$ cat src/rtl/rr_issue_arbiter_if.sv
// Handshake bundle between the issue-queue ready vector, the round-robin
// arbiter and the functional-unit port.
interface rr_issue_arbiter_if #(
    parameter int N = 4
);
    localparam int IDXW = $clog2(N);

    logic [N-1:0]    req;
    logic            flush;
    logic            fu_ready;
    logic            grant_valid;
    logic [N-1:0]    grant;
    logic [IDXW-1:0] grant_idx;
    logic            issue_fire;
    logic            busy;

    // Issue-queue / FU side: supplies requests, flush and FU readiness.
    modport master (
        output req, flush, fu_ready,
        input  grant_valid, grant, grant_idx, issue_fire, busy
    );

    // Arbiter side.
    modport slave (
        input  req, flush, fu_ready,
        output grant_valid, grant, grant_idx, issue_fire, busy
    );
endinterface

$ cat src/rtl/rr_issue_arbiter.sv
// Round-robin arbiter sharing one functional unit among N requesters.
// A grant is registered one cycle after arbitration and held until the FU
// accepts it; priority then rotates past the winner. A multi-cycle FU is
// modelled by a BUSY countdown so that fires are exactly LATENCY apart.
module rr_issue_arbiter #(
    parameter  int N       = 4,
    parameter  int LATENCY = 1,
    localparam int IDXW    = $clog2(N)
) (
    input  logic              clk,
    input  logic              rst_n,
    rr_issue_arbiter_if.slave bus
);
    localparam int CNTW = (LATENCY > 1) ? $clog2(LATENCY) : 1;

    typedef enum logic [1:0] {
        IDLE  = 2'd0,
        GRANT = 2'd1,
        BUSY  = 2'd2
    } state_t;

    state_t          state_reg, state_next;
    logic [IDXW-1:0] ptr_reg, ptr_next;
    logic [CNTW-1:0] cnt_reg, cnt_next;
    logic            gv_reg, gv_next;
    logic [IDXW-1:0] idx_reg, idx_next;
    logic [N-1:0]    grant_reg, grant_next;

    logic            fire;
    logic [IDXW:0]   arb_res;     // {found, index}
    logic [IDXW-1:0] ptr_fire;    // pointer just past the current winner

    // First set bit of v scanning p, p+1, ..., N-1, 0, ..., p-1.
    // Walking offsets from high to low lets the closest offset win last.
    function automatic logic [IDXW:0] arb(input logic [N-1:0] v, input logic [IDXW-1:0] p);
        logic [IDXW:0] res;
        int            pos;
        res = '0;
        for (int k = N - 1; k >= 0; k--) begin
            pos = int'(p) + k;
            if (pos >= N) pos = pos - N;
            if (v[pos]) res = {1'b1, IDXW'(pos)};
        end
        return res;
    endfunction

    function automatic logic [N-1:0] onehot(input logic [IDXW-1:0] idx);
        logic [N-1:0] r;
        r      = '0;
        r[idx] = 1'b1;
        return r;
    endfunction

    // A flush always suppresses the handshake, even when the FU is ready.
    assign fire     = gv_reg & bus.fu_ready & ~bus.flush;
    assign ptr_fire = (idx_reg == IDXW'(N - 1)) ? '0 : idx_reg + 1'b1;

    // Next-state and next-grant selection.
    always_comb begin
        state_next = state_reg;
        ptr_next   = ptr_reg;
        cnt_next   = cnt_reg;
        gv_next    = 1'b0;
        idx_next   = '0;
        grant_next = '0;
        arb_res    = '0;
        unique case (state_reg)
            IDLE: begin
                if (bus.flush) begin
                    state_next = IDLE;
                    cnt_next   = '0;
                end else if (|bus.req) begin
                    arb_res    = arb(bus.req, ptr_reg);
                    state_next = GRANT;
                    gv_next    = 1'b1;
                    idx_next   = arb_res[IDXW-1:0];
                    grant_next = onehot(arb_res[IDXW-1:0]);
                end
            end
            GRANT: begin
                if (bus.flush) begin
                    state_next = IDLE;
                    cnt_next   = '0;
                end else if (fire) begin
                    ptr_next = ptr_fire;
                    if (LATENCY == 1) begin
                        // Back-to-back issue: the winner just served is excluded.
                        arb_res = arb(bus.req & ~grant_reg, ptr_fire);
                        if (arb_res[IDXW]) begin
                            state_next = GRANT;
                            gv_next    = 1'b1;
                            idx_next   = arb_res[IDXW-1:0];
                            grant_next = onehot(arb_res[IDXW-1:0]);
                        end else begin
                            state_next = IDLE;
                        end
                    end else begin
                        cnt_next   = CNTW'(LATENCY - 1);
                        state_next = BUSY;
                    end
                end else if (!bus.req[idx_reg]) begin
                    // Requester withdrew before being served; priority is kept.
                    state_next = IDLE;
                end else begin
                    gv_next    = 1'b1;
                    idx_next   = idx_reg;
                    grant_next = grant_reg;
                end
            end
            BUSY: begin
                if (bus.flush) begin
                    state_next = IDLE;
                    cnt_next   = '0;
                end else if (cnt_reg == CNTW'(1)) begin
                    // Last busy cycle: arbitrate so the next grant lands exactly
                    // LATENCY cycles after the previous fire.
                    cnt_next = '0;
                    arb_res  = arb(bus.req, ptr_reg);
                    if (arb_res[IDXW]) begin
                        state_next = GRANT;
                        gv_next    = 1'b1;
                        idx_next   = arb_res[IDXW-1:0];
                        grant_next = onehot(arb_res[IDXW-1:0]);
                    end else begin
                        state_next = IDLE;
                    end
                end else begin
                    cnt_next = cnt_reg - 1'b1;
                end
            end
            default: begin
                state_next = IDLE;
                cnt_next   = '0;
            end
        endcase
    end

    // State and registered grant outputs.
    always_ff @(posedge clk or negedge rst_n) begin
        if (!rst_n) begin
            state_reg <= IDLE;
            ptr_reg   <= '0;
            cnt_reg   <= '0;
            gv_reg    <= 1'b0;
            idx_reg   <= '0;
            grant_reg <= '0;
        end else begin
            state_reg <= state_next;
            ptr_reg   <= ptr_next;
            cnt_reg   <= cnt_next;
            gv_reg    <= gv_next;
            idx_reg   <= idx_next;
            grant_reg <= grant_next;
        end
    end

    assign bus.grant_valid = gv_reg;
    assign bus.grant       = grant_reg;
    assign bus.grant_idx   = idx_reg;
    assign bus.issue_fire  = fire;
    assign bus.busy        = (state_reg == BUSY);
endmodule

$ cat src/flat_wrapper.sv
// flat-port wrapper written by rule: the top's interface ports become plain ports
module rr_issue_arbiter_flat 
#(
    parameter  int N       = 4,
    parameter  int LATENCY = 1,
    localparam int IDXW    = $clog2(N)
)
  (clk, rst_n, bus_req, bus_flush, bus_fu_ready, bus_grant_valid, bus_grant, bus_grant_idx, bus_issue_fire, bus_busy);
  rr_issue_arbiter_if #(.N(N)) bus_i ();
  input  logic clk;
  input  logic rst_n;
  input wire logic [$bits(bus_i.req)-1:0] bus_req;
  input wire logic [$bits(bus_i.flush)-1:0] bus_flush;
  input wire logic [$bits(bus_i.fu_ready)-1:0] bus_fu_ready;
  output wire logic [$bits(bus_i.grant_valid)-1:0] bus_grant_valid;
  output wire logic [$bits(bus_i.grant)-1:0] bus_grant;
  output wire logic [$bits(bus_i.grant_idx)-1:0] bus_grant_idx;
  output wire logic [$bits(bus_i.issue_fire)-1:0] bus_issue_fire;
  output wire logic [$bits(bus_i.busy)-1:0] bus_busy;
  assign bus_i.req = bus_req;
  assign bus_i.flush = bus_flush;
  assign bus_i.fu_ready = bus_fu_ready;
  assign bus_grant_valid = bus_i.grant_valid;
  assign bus_grant = bus_i.grant;
  assign bus_grant_idx = bus_i.grant_idx;
  assign bus_issue_fire = bus_i.issue_fire;
  assign bus_busy = bus_i.busy;
  rr_issue_arbiter #(.N(N), .LATENCY(LATENCY)) u_core (.clk(clk), .rst_n(rst_n), .bus(bus_i));
endmodule
$ cat config.mk
export PLATFORM = sky130hd
export DESIGN_NAME = rr_issue_arbiter_flat
export DESIGN_NICKNAME = d
export VERILOG_FILES = /design/src/rtl/rr_issue_arbiter_if.sv /design/src/rtl/rr_issue_arbiter.sv /design/src/flat_wrapper.sv
export SDC_FILE = /design/constraint.sdc
export NUM_CORES = 1
export LEC_CHECK = 0
export ABC_AREA = 1
export CAP_MARGIN = 20
export CORE_UTILIZATION = 39
export CTS_CLUSTER_DIAMETER = 30
export DETAILED_ROUTE_END_ITERATION = 8
export DONT_BUFFER_PORTS = 1
export PLACE_DENSITY = 0.51
export SYNTH_ARGS = -nofsm -noshare
export SYNTH_HDL_FRONTEND = slang
export SYNTH_SLANG_ARGS = --single-unit
$ cat constraint.sdc
create_clock -name clk -period 2.6 [get_ports clk]
set_input_delay 0.26 -clock clk [delete_from_list [all_inputs] [get_ports clk]]
set_output_delay 0.26 -clock clk [all_outputs]
set_load 0.05 [all_outputs]
# [Yosys cells after proc, flatten, opt, wreduce, memory -nomap -nowiden]
# Index checks and enable logic that the tools add are counted.
[totals] ff_bits=12 latchBits=0 ram_bits=0 mem_bits_ro=0 out_inout_bits=9 memories=0
[classes] addsub=16 n_mul=0 n_div=0 order_cmp=27 eq_ne=7 shift=0 muxes=153 bitwise=5 n_reduce_logical=8
[ops] operator="32-bit two-way mux" n=44
[ops] operator="32-bit by 4-bit < comparator with 1-bit output (second input constant)" n=12
[ops] operator="32-bit by 4-bit >= comparator with 1-bit output (second input constant)" n=6
[ops] operator="32-bit by 4-bit subtractor with 32-bit output (second input constant)" n=6
[ops] operator="2-bit two-way mux" n=23
[ops] operator="1-bit two-way mux" n=42
[ops] operator="3-bit two-way mux" n=14
[ops] operator="4-bit two-way mux" n=9
[ops] operator="1-bit binary-select mux with 2-bit select" n=13
[ops] operator="2-bit by 2-bit adder with 3-bit output (second input constant)" n=4
[ops] operator="2-bit by 3-bit < comparator with 1-bit output (second input constant)" n=4
[ops] operator="2-bit case mux with 3 select lines" n=2
[ops] operator="4-bit case mux with 3 select lines" n=1
[ops] operator="2-bit by 3-bit subtractor with 4-bit output (second input constant)" n=2
[ops] operator="2-bit by 1-bit adder with 3-bit output (second input constant)" n=2
[ops] operator="1-bit demux with 2-bit select" n=3
[ops] operator="2-bit by 1-bit >= comparator with 1-bit output (second input constant)" n=3
[ops] operator="2-bit by 3-bit >= comparator with 1-bit output (second input constant)" n=2
[ops] operator="3-bit by 2-bit inequality test with 1-bit output (second input constant)" n=2
[ops] operator="3-bit AND reduction" n=2
[ops] operator="4-bit bitwise AND" n=1
[ops] operator="2-bit == test (second input constant)" n=2
[ops] operator="4-bit inequality test (second input constant)" n=1
[ops] operator="4-bit inverter" n=1
[ops] operator="other kinds (12)" n=15

# [Depth between registers and ports, before layout]
[logic_depth] word_depth=26 depth_mapped=12 ltp_nobuf=12

# [Least setup slack after synthesis]
# OpenSTA, ideal clock, no wires.
[synth_timing] path_type="register to register" from="reg u_core.idx_reg[0] (netlist: u_core.bus.grant_idx[0])" to="reg u_core.grant_reg[2] (netlist: u_core.bus.grant[2])" setup_ns=0.125 t_arrival_ns=1.883 path_slack_ns=0.592 path_stages_with_launch=12 path_buffers=0 period_less_slack_ns=2.008 path_cell_list="dfrtp_1 -> ha_1 -> inv_1 -> nand2_1 -> nand2_2 -> nand2_1 -> nand3_2 -> nand2_1 -> nand2_2 -> nand2_1 -> nand3_1 -> nand3_1"
[synth_between] elab_chain_len=26 elab_cells_between_ends=61 classes_between="8 x add/sub; 6 x order compare; 2 x eq/ne; 44 x mux; 1 x reduce/logical"
[synth_lines] item="start, declared" line_no="rr_issue_arbiter.sv:26" text="logic [IDXW-1:0] idx_reg, idx_next;"
[synth_lines] item="start signal, assigned" line_no="rr_issue_arbiter.sv:152" text="idx_reg <= idx_next;"
[synth_lines] item="2-bit by 1-bit adder with 2-bit output / 2-bit == test (equally long branches)" line_no="rr_issue_arbiter.sv:56" text="assign ptr_fire = (idx_reg == IDXW'(N - 1)) ? '0 : idx_reg + 1'b1;"
[synth_lines] item="2-bit two-way mux *" line_no="rr_issue_arbiter.sv:56"
[synth_lines] item="named net u_core.ptr_fire[1]" line_no="rr_issue_arbiter.sv:31" text="logic [IDXW-1:0] ptr_fire;"
[synth_lines] item="2-bit by 2-bit adder with 3-bit output" line_no="rr_issue_arbiter.sv:40" text="pos = int'(p) + k;"
[synth_lines] item="32-bit by 4-bit subtractor with 32-bit output / 32-bit by 4-bit >= comparator with 1-bit output (equally long branches)" line_no="rr_issue_arbiter.sv:41" text="if (pos >= N) pos = pos - N;"
[synth_lines] item="32-bit two-way mux" line_no="rr_issue_arbiter.sv:41"
[synth_lines] item="32-bit two-way mux" line_no="rr_issue_arbiter.sv:84" text="end else if (fire) begin"
[synth_lines] item="32-bit two-way mux" line_no="rr_issue_arbiter.sv:81" text="if (bus.flush) begin"
[synth_lines] item="[11 not listed]"
[synth_lines] item="2-bit by 3-bit < comparator with 1-bit output (not written as such) / 2-bit by 1-bit >= comparator with 1-bit output (equally long branches)" line_no="rr_issue_arbiter.sv:50" text="r[idx] = 1'b1;"
[synth_lines] item="1-bit logical AND (not written as such)" line_no="rr_issue_arbiter.sv:50"
[synth_lines] item="1-bit two-way mux (not written as such)" line_no="rr_issue_arbiter.sv:50"
[synth_lines] item="1-bit demux with 2-bit select"
[synth_lines] item="4-bit two-way mux *" line_no="rr_issue_arbiter.sv:89" text="if (arb_res[IDXW]) begin"
[synth_lines] item="4-bit two-way mux *" line_no="rr_issue_arbiter.sv:84"
[synth_lines] item="4-bit two-way mux *" line_no="rr_issue_arbiter.sv:81"
[synth_lines] item="4-bit case mux with 3 select lines *" line_no="rr_issue_arbiter.sv:67" text="unique case (state_reg)"
[synth_lines] item="end signal, assigned" line_no="rr_issue_arbiter.sv:153" text="grant_reg <= grant_next;"
[synth_lines] item="end, declared" line_no="rr_issue_arbiter.sv:27" text="logic [N-1:0] grant_reg, grant_next;"
# The timed path passes the listed nets; every way through them passes the cells marked *. The select of a mux whose other input is x is not followed.
# A chain may end at the register's enable or synchronous reset.

# [Worst setup path after layout]
[layout_timing] from="reg u_core.idx_reg[0] (netlist: u_core.bus.grant_idx[0])" to="reg u_core.grant_reg[0] (netlist: u_core.bus.grant[0])"
# The elaborated chain is that of the path after synthesis.

==> summary.md <==
| Metric | Value |
|---|---|
| Worst-path fanout max | 8 |
| Total grt overflow | 0 |
| MaxCap Viol Count | 0 |
| Initial core utilization | 41.03% |
| Final Cycle Share | 69.05% |
| Die H | 52.82 µm |
| Buffers on Ports | 0 |
| Synth top area cells | dfrtp_1 (25%), nand2_1 (23%), nand3_1 (9.4%), inv_1 (7.8%), nand2_2 (6.2%) |
| Die area | 2790 µm² |
| DR DRC count | 0 |
| Final WL | 2396 µm |
| Critical path cell sequence | ha_1 > inv_1 > nand2_1 > nand2_2 > nand2_1 > nand3_2 > nand2_1 > nand2_2 > nand2_1 > nand3_1 > nand3_1 |
| CTS tree | yes |
| GP Congestion | 0.8640 |
| Fmax | 557.0 MHz |
| H-tree Lvls | 1 |
| Seq/Total Area, Yosys | 24.84% |
| Setup crit end kind | flop |
| DP Wirelength | 2019 µm |
| Area growth from synthesis to layout | 10.19% |
| Top delay family on crit path | simple AND/OR/NAND/NOR gates |
| Netlist Area Pre-Place | 1007 µm² |
| Worst Path Arrival | 1940 ps |
| Final worst setup slack | 804.7 ps |
| CTS clk-pin slew, worst paths | 70 ps |
| Initial antenna violation count | 0 |
| Final #Nets | 183 |
| Post-synth top flop | dfrtp_1 |
| Final Critical Period | 1795 ps |
| Vias in the first global route | 886 |
| Antenna Cells | 0 |
| Setup CP Type | reg -> reg |
| Distinct cells, synth | 26 |
| Setup TNS | 0 ps |
| Max-slew violations | 0 |
| Largest family of logic cells by synthesized area | simple AND/OR/NAND/NOR gates |
| Actual slew at the worst max-slew pin | 626.5 ps |
| Worst slack at placement | 827.8 ps |
| CTS Buf Count | 3 |
| Post-synthesis net count | 174 |
| Area leader, netlist | dfrtp_1 |
| Number of DRC markers in iteration 0 | 25 |
| Layout cells sized above 1 | 18.50% |
| Total number of vias | 1020 |
| Hold Violations, Final | 0 |
| Ports | 17 |
| Setup Skew | 3.460 ps |
| Routed vias/inst | 5.025 |
| Slowest cell on crit path | dfrtp_1 |
| CTS sink count | 10 |
| Status | finished, final reports clean |
| Chip Width | 52.82 µm |
| Post-synthesis mux area share | 0% |
| Max-slew headroom | 58.04% |
| Share of the synthesized area in the top cell type | 24.84% |
| Post-synthesis compound-gate area fraction | 8.447% |
| Initial DRT Pass Iterations | 4 |
| Fraction of registers with async set/reset | 100.0% |
| HP Class | in -> reg |
| Post-CTS Setup Bufs | 0 |
| Ys Warns | 0 |
| Mean post-synth cell area | 6.104 µm² |
| Synth Area in Adders | 1.242% |
| Cell mode on critical path | nand2_1 |
| Antenna viol nets, final | 0 |
| Post-synth EDFFs | 0 |
| Flip-flop and latch count after synthesis | 10 |
| Aggregate global-route resource usage | 19.65% |
| Routed len/inst | 11.80 µm |
| Rows | 18 |
| First-pass GRT wire length | 3946 µm |
| Worst-Skew Late Latency | 260 ps |
| Synthesized instance count | 165 |
| Clock root cell | clkbuf_4 |
| Max reg flops | 4 |
| Post-placement cell area | 1064 µm² |
| Simple-Gate Fraction of Synth Area | 54.66% |
| CP Data Required Time | 2750 ps |
| Pin count of the biggest net entering global routing | 14 |
| Longest Clk Path Bufs | 2 |
| Core Area | 2455 µm² |
| Design area | 1110 µm² |
| CP Buf/Inv Count | 1 |
| Slowest stage delay, CP | 380 ps |
| CP Launch Type | flop |
| RSZ-0062 raised after global routing | false |
| XOR/XNOR Fraction of Synth Area | 0% |
| # setup viols final | 0 |
## per-stage QoR
step | hold slack (ps) | instances | util (%)
3_3_place_gp | -35.30 | 198 | 43.32
4_1_cts | 362.7 | 203 | 45.21
3_5_place_dp | -35.28 | 198 | 43.32
6_report | 363.8 | 203 | 45.21
5_1_grt | 406.1 | 203 | 45.21
2_1_floorplan | -35.59 | 165 | -
## final cells by class
cell class	count	area [µm²]
clock buffers	4	36.28
fillers	287	1345
flip-flops and latches	10	250.2
multi-input cells	130	651.9
well taps	30	37.54
repair buffers	6	47.55
inverters	23	86.33
## placed cells by master (no fill, tap or decap)
| cell | Yosys | layout |
|---|---|---|
| o21ai_0 | 7 | 7 |
| o21ai_1 | 1 | 1 |
| dlygate4sd3_1 | 0 | 1 |
| a21oi_2 | 2 | 2 |
| clkbuf_4 | 0 | 3 |
| nand2_4 | 1 | 1 |
| inv_1 | 21 | 21 |
| nand3b_1 | 1 | 1 |
| a21oi_1 | 1 | 1 |
| nand2_2 | 10 | 10 |
| nand4_1 | 5 | 5 |
| nand2_1 | 61 | 61 |
| buf_4 | 1 | 5 |
| ha_1 | 1 | 1 |
| o21ai_2 | 1 | 1 |
| nor2_1 | 9 | 9 |
| nor2_2 | 2 | 2 |
| nand2_8 | 1 | 1 |
| nand3_2 | 3 | 3 |
| o211ai_1 | 1 | 1 |
| a31oi_1 | 1 | 1 |
| and3_1 | 1 | 1 |
| conb_1 | 1 | 1 |
| dfrtp_1 | 10 | 10 |
| nor2_4 | 1 | 1 |
| clkbuf_8 | 0 | 1 |
| inv_2 | 2 | 2 |
| nand3_1 | 19 | 19 |
## synth_stat cells, types with 2 or more instances
master   count
dfrtp_1     10
inv_1       21
nand4_1      5
nand3_2      3
nor2_2       2
nand2_2     10
inv_2        2
o21ai_0      7
nand2_1     61
a21oi_2      2
nand3_1     19
nor2_1       9
## path summary, 6_finish.rpt
path                       depth (start not counted)                     from  slack (ps)                 endpoint
max                                               11  u_core.bus.grant_idx[0]         800      u_core.bus.grant[0]
min                                                5                bus_flush         360  u_core.bus.grant_idx[0]
max reg2reg                                       11  u_core.bus.grant_idx[0]         800      u_core.bus.grant[0]
min reg2reg                                        3      u_core.state_reg[0]         650  u_core.bus.grant_idx[0]
max in group asynchronous                          1                    rst_n        1890      u_core.bus.grant[2]
min in group asynchronous                          1                    rst_n         390      u_core.bus.grant[0]
## what timing repair did
| item | in CTS | in global routing |
|---|---|---|
| hold buffers | 1 | 0 |
| gates resized for setup | 0 | 0 |
| hold endpoints to repair | 10 | 0 |
## worst min-delay path, stage by stage
cell	delay, ps
inv_1	40
nand2_1	60
nor2_1	80
nand2_1	70
nand3_1	70
## routing by layer
| layer | track usage [%] | part of all wire [%] | wire length, µm |
|---|---|---|---|
| met2 | 31.22 | 46 | 1098 |
| met1 | 27.72 | 47 | 1119 |
| met4 | 6.579 | 2.0 | 47 |
| met3 | 1.449 | 5.5 | 131 |
| met5 | 0 | 0 | 0 |
## cells by family after synthesis
group                      count (synthesis)
AOI/OAI and AO/OA                         14
and+or+nand+nor                          114
buffers and inverters                     25
other                                      1
DFF                                       10
adders and majority gates                  1
Power is left out: the tool's default activity adds up to more than one toggle a clock period on the data nets, which glitch-free logic cannot reach.
==> edit: new RTL, same settings <==
`LATENCY` is set to 1 in 2 places; all go to 2.
--- a/src/rtl/rr_issue_arbiter.sv
+++ b/src/rtl/rr_issue_arbiter.sv
@@ -4,7 +4,7 @@
 // modelled by a BUSY countdown so that fires are exactly LATENCY apart.
 module rr_issue_arbiter #(
     parameter  int N       = 4,
-    parameter  int LATENCY = 1,
+    parameter  int LATENCY = 2,
     localparam int IDXW    = $clog2(N)
 ) (
     input  logic              clk,
--- a/src/flat_wrapper.sv
+++ b/src/flat_wrapper.sv
@@ -2,7 +2,7 @@
 module rr_issue_arbiter_flat 
 #(
     parameter  int N       = 4,
-    parameter  int LATENCY = 1,
+    parameter  int LATENCY = 2,
     localparam int IDXW    = $clog2(N)
 )
   (clk, rst_n, bus_req, bus_flush, bus_fu_ready, bus_grant_valid, bus_grant, bus_grant_idx, bus_issue_fire, bus_busy);
Check against the original RTL: not equivalent (Yosys sat finds a counterexample within 4 cycles, from zero or initial values and one cycle with rst_n low).
==> edit against the unedited design <==
Count of clock-buffer cells in the layout stayed put. Routed wire length down 19%. Critical endpoint is now u_core.bus.grant[2]$_DFFE_PN0P_. Setup slack improved by 0.067 ns. Sequential cell count increased by 2. Critical path type unchanged. Final cell count decreased by 15%. Clock skew rose by 0.0032 ns. Non-clock buffer count shrank 3. Synthesized area decreased by 11%. Cell area down 11%.
==> edit: results (changes against the unedited design) <==
min_path:
  worst_hold_path.num_cells: 3  # -2
  min_delay_worst_endpoint: "u_core.cnt_reg$_DFFE_PN0P_"
place:
  pre_cts_ws_ns: 0.9016  # +0.07377 ns
  place_inst: 167  # -16%
  detailed_place_hpwl_um: 1549  # -23%
  gp_routability_congestion: 0.8467  # -2.0%
routing:
  via_per_inst: 4.703  # -6.4%
  met3RoutedLength_um: 86  # -34%
  drt_wl_total_um: 1930  # -19%
  route.met2.wl_um: 972  # -11%
global_route:
  first_global_vias: 739  # -17%
  grt_util_all_layers_pct: 17.74  # -1.9 points
status:
  status: "finished clean"
timing:
  worst_clock_skew_ns: 0.006618  # +0.003158 ns
  max_slew.worst_pin.slew_ns: 0.5892  # -0.03737 ns
  hold-worst-slack_ns: 0.2558  # -0.1080 ns
setup_path:
  cp_max_stage_delay_ns: 0.41  # +0.03 ns
  setup.worst_path.end: "u_core.bus.grant[2]$_DFFE_PN0P_"
  ff2ff_setup_slack_ns: 0.87  # +0.07 ns
  regToRegStartpoint: "u_core.state_reg[0]$_DFFE_PN0P_"
logic_synthesis:
  synth.avg_cell_area_um2: 6.501  # +6.5%
  synth.lib_cells_used.distinct: 18  # -31%
  syn-num-nets: 151  # -13%
  netlist_top_cells_area: "sky130_fd_sc_hd__dfrtp_1, sky130_fd_sc_hd__nand2_1, sky130_fd_sc_hd__inv_1"
  synth_sequential_area_ratio_pct: 33.47  # +8.6 points
final_layout:
  layout.nets: 158  # -14%
  filler_cell_count: 236  # -18%
edit: logic make-up after synthesis:
kind of cell	synth area share, %
buf+inv	10.74
flops	33.47
simple gates	41.00
fa+ha+maj	6.974
compound gates	7.811
edit: final cells by class:
type	count	area, um^2	share of cell area (%)
multi-input cells	103	500.5	50.96
flip-flops and latches	12	300.3	30.57
inverters	22	85.08	8.662
clock buffers	4	36.28	3.694
well taps	28	35.03	3.567
repair buffers	3	25.02	2.548
edit: critical path, delay by kind of cell, from the launching register on:
family | cells | cell delay [ns]
adders and majority gates | 1 | 0.15
buffers and inverters | 4 | 0.47
DFF | 1 | 0.41
and+or+nand+nor | 6 | 0.63
edit: report_power, final:
| group | switching (mW) | internal (mW) |
|---|---|---|
| logic | 0.356 | 0.185 |
| registers | 0.218 | 0.250 |
| clock network | 0.0667 | 0.0851 |
